===== src/rtl/id_ex_stage_reg.sv =====
// rtl/id_ex_stage_reg.sv - ID/EX pipeline register with load-use hazard detection
//
// Registers decoded control and operands from ID for the EX stage of the
// reduced RV32 pipeline (LW, SW, BEQ, ADD, SUB, AND, OR, XOR, SLT).
// It also detects load-use hazards, inserts bubbles on stall or branch
// flush, and counts the bubbles inserted for hazards with a saturating counter.
//
// Ports:
//   clk, reset            rising-edge clock, asynchronous active-high reset
//   id_*                  decoded instruction fields from the ID stage
//   flush                 taken branch, kill the instruction in ID
//   ex_*                  registered copies of id_* for the EX stage
//   stall                 hold PC and IF/ID this cycle (combinational)
//   stall_count           number of hazard bubbles, saturates at all-ones
module id_ex_stage_reg #(
    parameter int XLEN    = 32,
    parameter int RADDR_W = 5,
    parameter int CNT_W   = 16
) (
    input  logic               clk,
    input  logic               reset,
    input  logic               id_valid,
    input  logic [RADDR_W-1:0] id_rs1,
    input  logic [RADDR_W-1:0] id_rs2,
    input  logic [RADDR_W-1:0] id_rd,
    input  logic               id_uses_rs2,
    input  logic [XLEN-1:0]    id_rs1_data,
    input  logic [XLEN-1:0]    id_rs2_data,
    input  logic [XLEN-1:0]    id_imm,
    input  logic [XLEN-1:0]    id_pc,
    input  logic [1:0]         id_alu_op,
    input  logic [2:0]         id_funct3,
    input  logic               id_funct7_5,
    input  logic               id_alu_src,
    input  logic               id_mem_read,
    input  logic               id_mem_write,
    input  logic               id_reg_write,
    input  logic               id_mem_to_reg,
    input  logic               id_branch,
    input  logic               flush,
    output logic               ex_valid,
    output logic [RADDR_W-1:0] ex_rs1,
    output logic [RADDR_W-1:0] ex_rs2,
    output logic [RADDR_W-1:0] ex_rd,
    output logic [XLEN-1:0]    ex_rs1_data,
    output logic [XLEN-1:0]    ex_rs2_data,
    output logic [XLEN-1:0]    ex_imm,
    output logic [XLEN-1:0]    ex_pc,
    output logic [1:0]         ex_alu_op,
    output logic [2:0]         ex_funct3,
    output logic               ex_funct7_5,
    output logic               ex_alu_src,
    output logic               ex_mem_read,
    output logic               ex_mem_write,
    output logic               ex_reg_write,
    output logic               ex_mem_to_reg,
    output logic               ex_branch,
    output logic               stall,
    output logic [CNT_W-1:0]   stall_count
);

    logic src_match;
    logic bubble;

    // rs2 only counts as a source when the instruction actually reads it,
    // so immediate-form consumers never stall on a stale rs2 field.
    assign src_match = (id_rs1 == ex_rd) || (id_uses_rs2 && (id_rs2 == ex_rd));

    // The bubble this inserts clears ex_valid, so the hazard term drops on
    // the following cycle and the stall lasts exactly one cycle.
    assign stall = !reset && id_valid && ex_valid && ex_mem_read &&
                   (ex_rd != '0) && src_match && !flush;

    assign bubble = flush || stall;

    always_ff @(posedge clk or posedge reset) begin
        if (reset) begin
            ex_valid      <= 1'b0;
            ex_rs1        <= '0;
            ex_rs2        <= '0;
            ex_rd         <= '0;
            ex_rs1_data   <= '0;
            ex_rs2_data   <= '0;
            ex_imm        <= '0;
            ex_pc         <= '0;
            ex_alu_op     <= 2'b00;
            ex_funct3     <= 3'b000;
            ex_funct7_5   <= 1'b0;
            ex_alu_src    <= 1'b0;
            ex_mem_read   <= 1'b0;
            ex_mem_write  <= 1'b0;
            ex_reg_write  <= 1'b0;
            ex_mem_to_reg <= 1'b0;
            ex_branch     <= 1'b0;
        end else if (bubble) begin
            ex_valid      <= 1'b0;
            ex_rs1        <= '0;
            ex_rs2        <= '0;
            ex_rd         <= '0;
            ex_rs1_data   <= '0;
            ex_rs2_data   <= '0;
            ex_imm        <= '0;
            ex_pc         <= '0;
            ex_alu_op     <= 2'b00;
            ex_funct3     <= 3'b000;
            ex_funct7_5   <= 1'b0;
            ex_alu_src    <= 1'b0;
            ex_mem_read   <= 1'b0;
            ex_mem_write  <= 1'b0;
            ex_reg_write  <= 1'b0;
            ex_mem_to_reg <= 1'b0;
            ex_branch     <= 1'b0;
        end else begin
            // Data always follows ID; control is gated by id_valid so an
            // empty ID slot becomes an architectural no-op in EX.
            ex_valid      <= id_valid;
            ex_rs1        <= id_rs1;
            ex_rs2        <= id_rs2;
            ex_rd         <= id_rd;
            ex_rs1_data   <= id_rs1_data;
            ex_rs2_data   <= id_rs2_data;
            ex_imm        <= id_imm;
            ex_pc         <= id_pc;
            ex_alu_op     <= id_valid ? id_alu_op : 2'b00;
            ex_funct3     <= id_funct3;
            ex_funct7_5   <= id_funct7_5;
            ex_alu_src    <= id_valid && id_alu_src;
            ex_mem_read   <= id_valid && id_mem_read;
            ex_mem_write  <= id_valid && id_mem_write;
            ex_reg_write  <= id_valid && id_reg_write;
            ex_mem_to_reg <= id_valid && id_mem_to_reg;
            ex_branch     <= id_valid && id_branch;
        end
    end

    // Counts hazard bubbles only; flush bubbles are excluded because stall
    // is already masked by flush.
    always_ff @(posedge clk or posedge reset) begin
        if (reset) begin
            stall_count <= '0;
        end else if (stall && (stall_count != {CNT_W{1'b1}})) begin
            stall_count <= stall_count + 1'b1;
        end
    end

endmodule


===== config.mk =====
export PLATFORM = sky130hd
export DESIGN_NAME = id_ex_stage_reg
export DESIGN_NICKNAME = d
export VERILOG_FILES = /design/src/rtl/id_ex_stage_reg.sv
export SDC_FILE = /design/constraint.sdc
export NUM_CORES = 1
export LEC_CHECK = 0
export ABC_AREA = 1
export CORE_AREA = 2 2 131 133
export CTS_BUF_LIST = sky130_fd_sc_hd__clkbuf_2
export CTS_CLUSTER_SIZE = 10
export DETAILED_ROUTE_END_ITERATION = 10
export DIE_AREA = 0 0 133 135
export DONT_BUFFER_PORTS = 1
export PLACE_DENSITY = 0.54
export SLEW_MARGIN = 20
export SYNTH_ARGS = -nofsm -noshare
export SYNTH_HDL_FRONTEND = slang
export SYNTH_SLANG_ARGS = --single-unit

===== constraint.sdc =====
create_clock -name clk -period 5.2 [get_ports clk]
set_input_delay 0.78 -clock clk [delete_from_list [all_inputs] [get_ports clk]]
set_output_delay 0.78 -clock clk [all_outputs]
set_load 0.005 [all_outputs]

==> flow_summary.toml <==
[sta]
slew_violations = 0
final_hold_viol_count = 0
max_freq_mhz = 370
rsz0062_at_grt = "false"
tns_ps = 0
finClkSkew_ps = 37.8
timing.final.ws_setup_ps = 2500
max_slew_margin_pct = 37.2
period_share_pct = 51.9
setup_viol = 0
fin_crit_ps = 2700
worst_pin_slew_ps = 942

[clock_network]
clock_sinks = 172
clock_path_buffers = 2
htreeDepth = 4
path_clk_slew_ps = 260
cts_tree = "yes"
clk_latency_ps = 680
cts_setup_buffers = 0
cts_buffers = 17
cts-root-buf = "clkbuf_2"

[finish]
areaGrowthSynthToFinish_pct = 6.91
final_cell_mix = "dfrtp_1 (172), nor2_1 (170), inv_1 (164)"
final_common_cell = "dfrtp_1"
fin_nets = 835
n_antenna_cell = 0
drive_gt1_share_pct = 6.70

[placed_design]
pre_cts_ws_ps = 2560
hpwl_um = 10900
finalWeightedCongestion = 0.842
numPortBuffers = 0

[critical_path]
slowest_stage = "dfrtp_1"
crit_chain = "inv_2 -> nand2_1 -> nand2_1 -> nor2_1 -> nand3_1 -> nand2_2 -> nand3_2 -> inv_1"
criticalPathCategory = "reg -> out"
cp_top_family = "flip-flops"
crit_fanout = 5
slowest_delay_ps = 520
path_buf_inv = 2
cpMostUsedCell = "nand2_1"
required_ps = 4420
worst_setup_path_end_kind = "output pin"
cp.arrival_ps = 1920
start_kind = "flop"

[floorplanning]
coreArea_um2 = 16400
row_count = 47
die_x_um = 133
start_util_pct = 39.1
dieArea_um2 = 18000
io_pins = 333
die_h_um = 135

[routing]
drc_errors = 0
postRouteAntennaNets = 0
viasPerCell = 4.45
drt_first_pass_iters = 5
wire_per_inst_um = 16.2
routed_wl_um = 14700
drt_iter0_drc = 164
dr_total_vias = 4036

[power]
intPower_uw = 1720
p_clk_share_pct = 32.9
p_sw_share_pct = 26.0
p_comb_share_pct = 4.9
ir_drop_uv = 131
p_sw_uw = 602
cellLeakagePower_uw = 0.00393
powerDensity_nw_per_um2 = 338
seqPwrFrac_pct = 62.2

[global_route]
grt_max_degree = 172
grt_pass1_vias = 4229
antenna_found_initial = 0
grt.total_usage_pct = 16.3
grt_first_pass_wirelength_um = 22300
grt_overflow = 0

[synthesis]
synth_warnings = 0
syn_nets = 832
yosysTopAreaCellShare_pct = 67.2
synth-seq-cells = 172
synth_area_per_cell_um2 = 9.55
synth.area.top_cells = "dfrtp_1 (67%), nor2_1 (10%), inv_1 (9.7%)"
ys_types = 20
yosysSeqAreaShare_pct = 67.2
yosys.area.top_type = "dfrtp_1"
syn_inst = 671
netlist_area_um2 = 6410

[worst_hold_path]
holdCritPathClass = "in -> reg"

[job]
maxCapViolations = 0

[run_status]
outcome = "completed"
==> cells in the mapped netlist, drive strengths merged <==
library cell and instances:
nor2 172, nor3 7, buf 20, nand4 5, nand3 11, dfrtp 172, nand2 100, o21ai 1
ha 1, xnor2 8, xor2 6, inv 168
==> cell type report <==
| class | count | area (µm²) |
|---|---|---|
| fill | 1632 | 9560 |
| tap | 220 | 275 |
| sequential | 172 | 4300 |
| clock buffer | 18 | 90.1 |
| clock inverter | 14 | 184 |
| inverter | 168 | 634 |
| timing repair buffer | 4 | 45.0 |
| multi-input combinational | 311 | 1320 |
==> layer usage <==
layer	share of wire (%)	GRT usage (%)	vias to the layer above
met1	35	16.7	1915
met5	0	0	-
met4	2.9	7.53	0
li1	-	-	1879
met3	9.5	7.36	25
met2	53	28.4	217
==> cells by family after synthesis <==
group | Yosys count | synth area share (%)
and+or+nand+nor | 295 | 18.3
buffers and inverters | 188 | 12.4
DFF | 172 | 67.2
xor gates and xnor gates | 14 | 1.91
AOI/OAI and AO/OA | 1 | 0.0780
adders and majority gates | 1 | 0.195
==> stage by stage <==
| step | area, µm² | total power (µW) | hold slack, ps | cells | utilization, % |
|---|---|---|---|---|---|
| finish | 6850 | 2320 | 155 | 907 | 41.8 |
| global route | 6850 | 2440 | 14.5 | 907 | 41.8 |
| CTS | 6850 | 2360 | 49.2 | 907 | 41.8 |
| global placement | 6570 | 1580 | 533 | 874 | 40.0 |
| floorplan | 6410 | 1550 | 512 | 671 | - |
| detailed placement | 6570 | 1590 | 534 | 874 | 40.0 |
==> timing repair <==
item,4_1_cts,5_1_grt
resized for setup,0,0
hold endpoints to repair,1,0
hold buffers,1,0
==> power groups by stage <==
stage          clock (µW)  combinational, µW  sequential [µW]
2_1_floorplan           0                100             1450
3_3_place_gp            0                113             1470
3_5_place_dp            0                119             1470
4_1_cts               797                120             1440
5_1_grt               850                137             1450
6_report              763                115             1440
==> path summary, 6_finish.rpt <==
path	start	endpoint	slack, ps	cells past startpoint
max	ex_rd[4]	stall	2500	8
min	id_rd[4]	ex_rd[4]	160	2
max reg2reg	ex_rd[4]	ex_imm[8]	2880	10
min reg2reg	stall_count[4]	stall_count[4]	600	2
max in group asynchronous	reset	ex_rs1_data[0]	3670	3
min in group asynchronous	reset	ex_valid	410	2
==> worst register-to-register path: stages (launching register included) <==
cell and delay [ps]:
dfrtp_1 520, inv_2 60, nand2_1 60, nand2_1 50, nor2_1 90, nand3_1 90, nand2_2 130, nand2_1 100
nand2_4 350, buf_4 590, nor2_1 140
No activity file was read; power rests on OpenSTA's default activity.
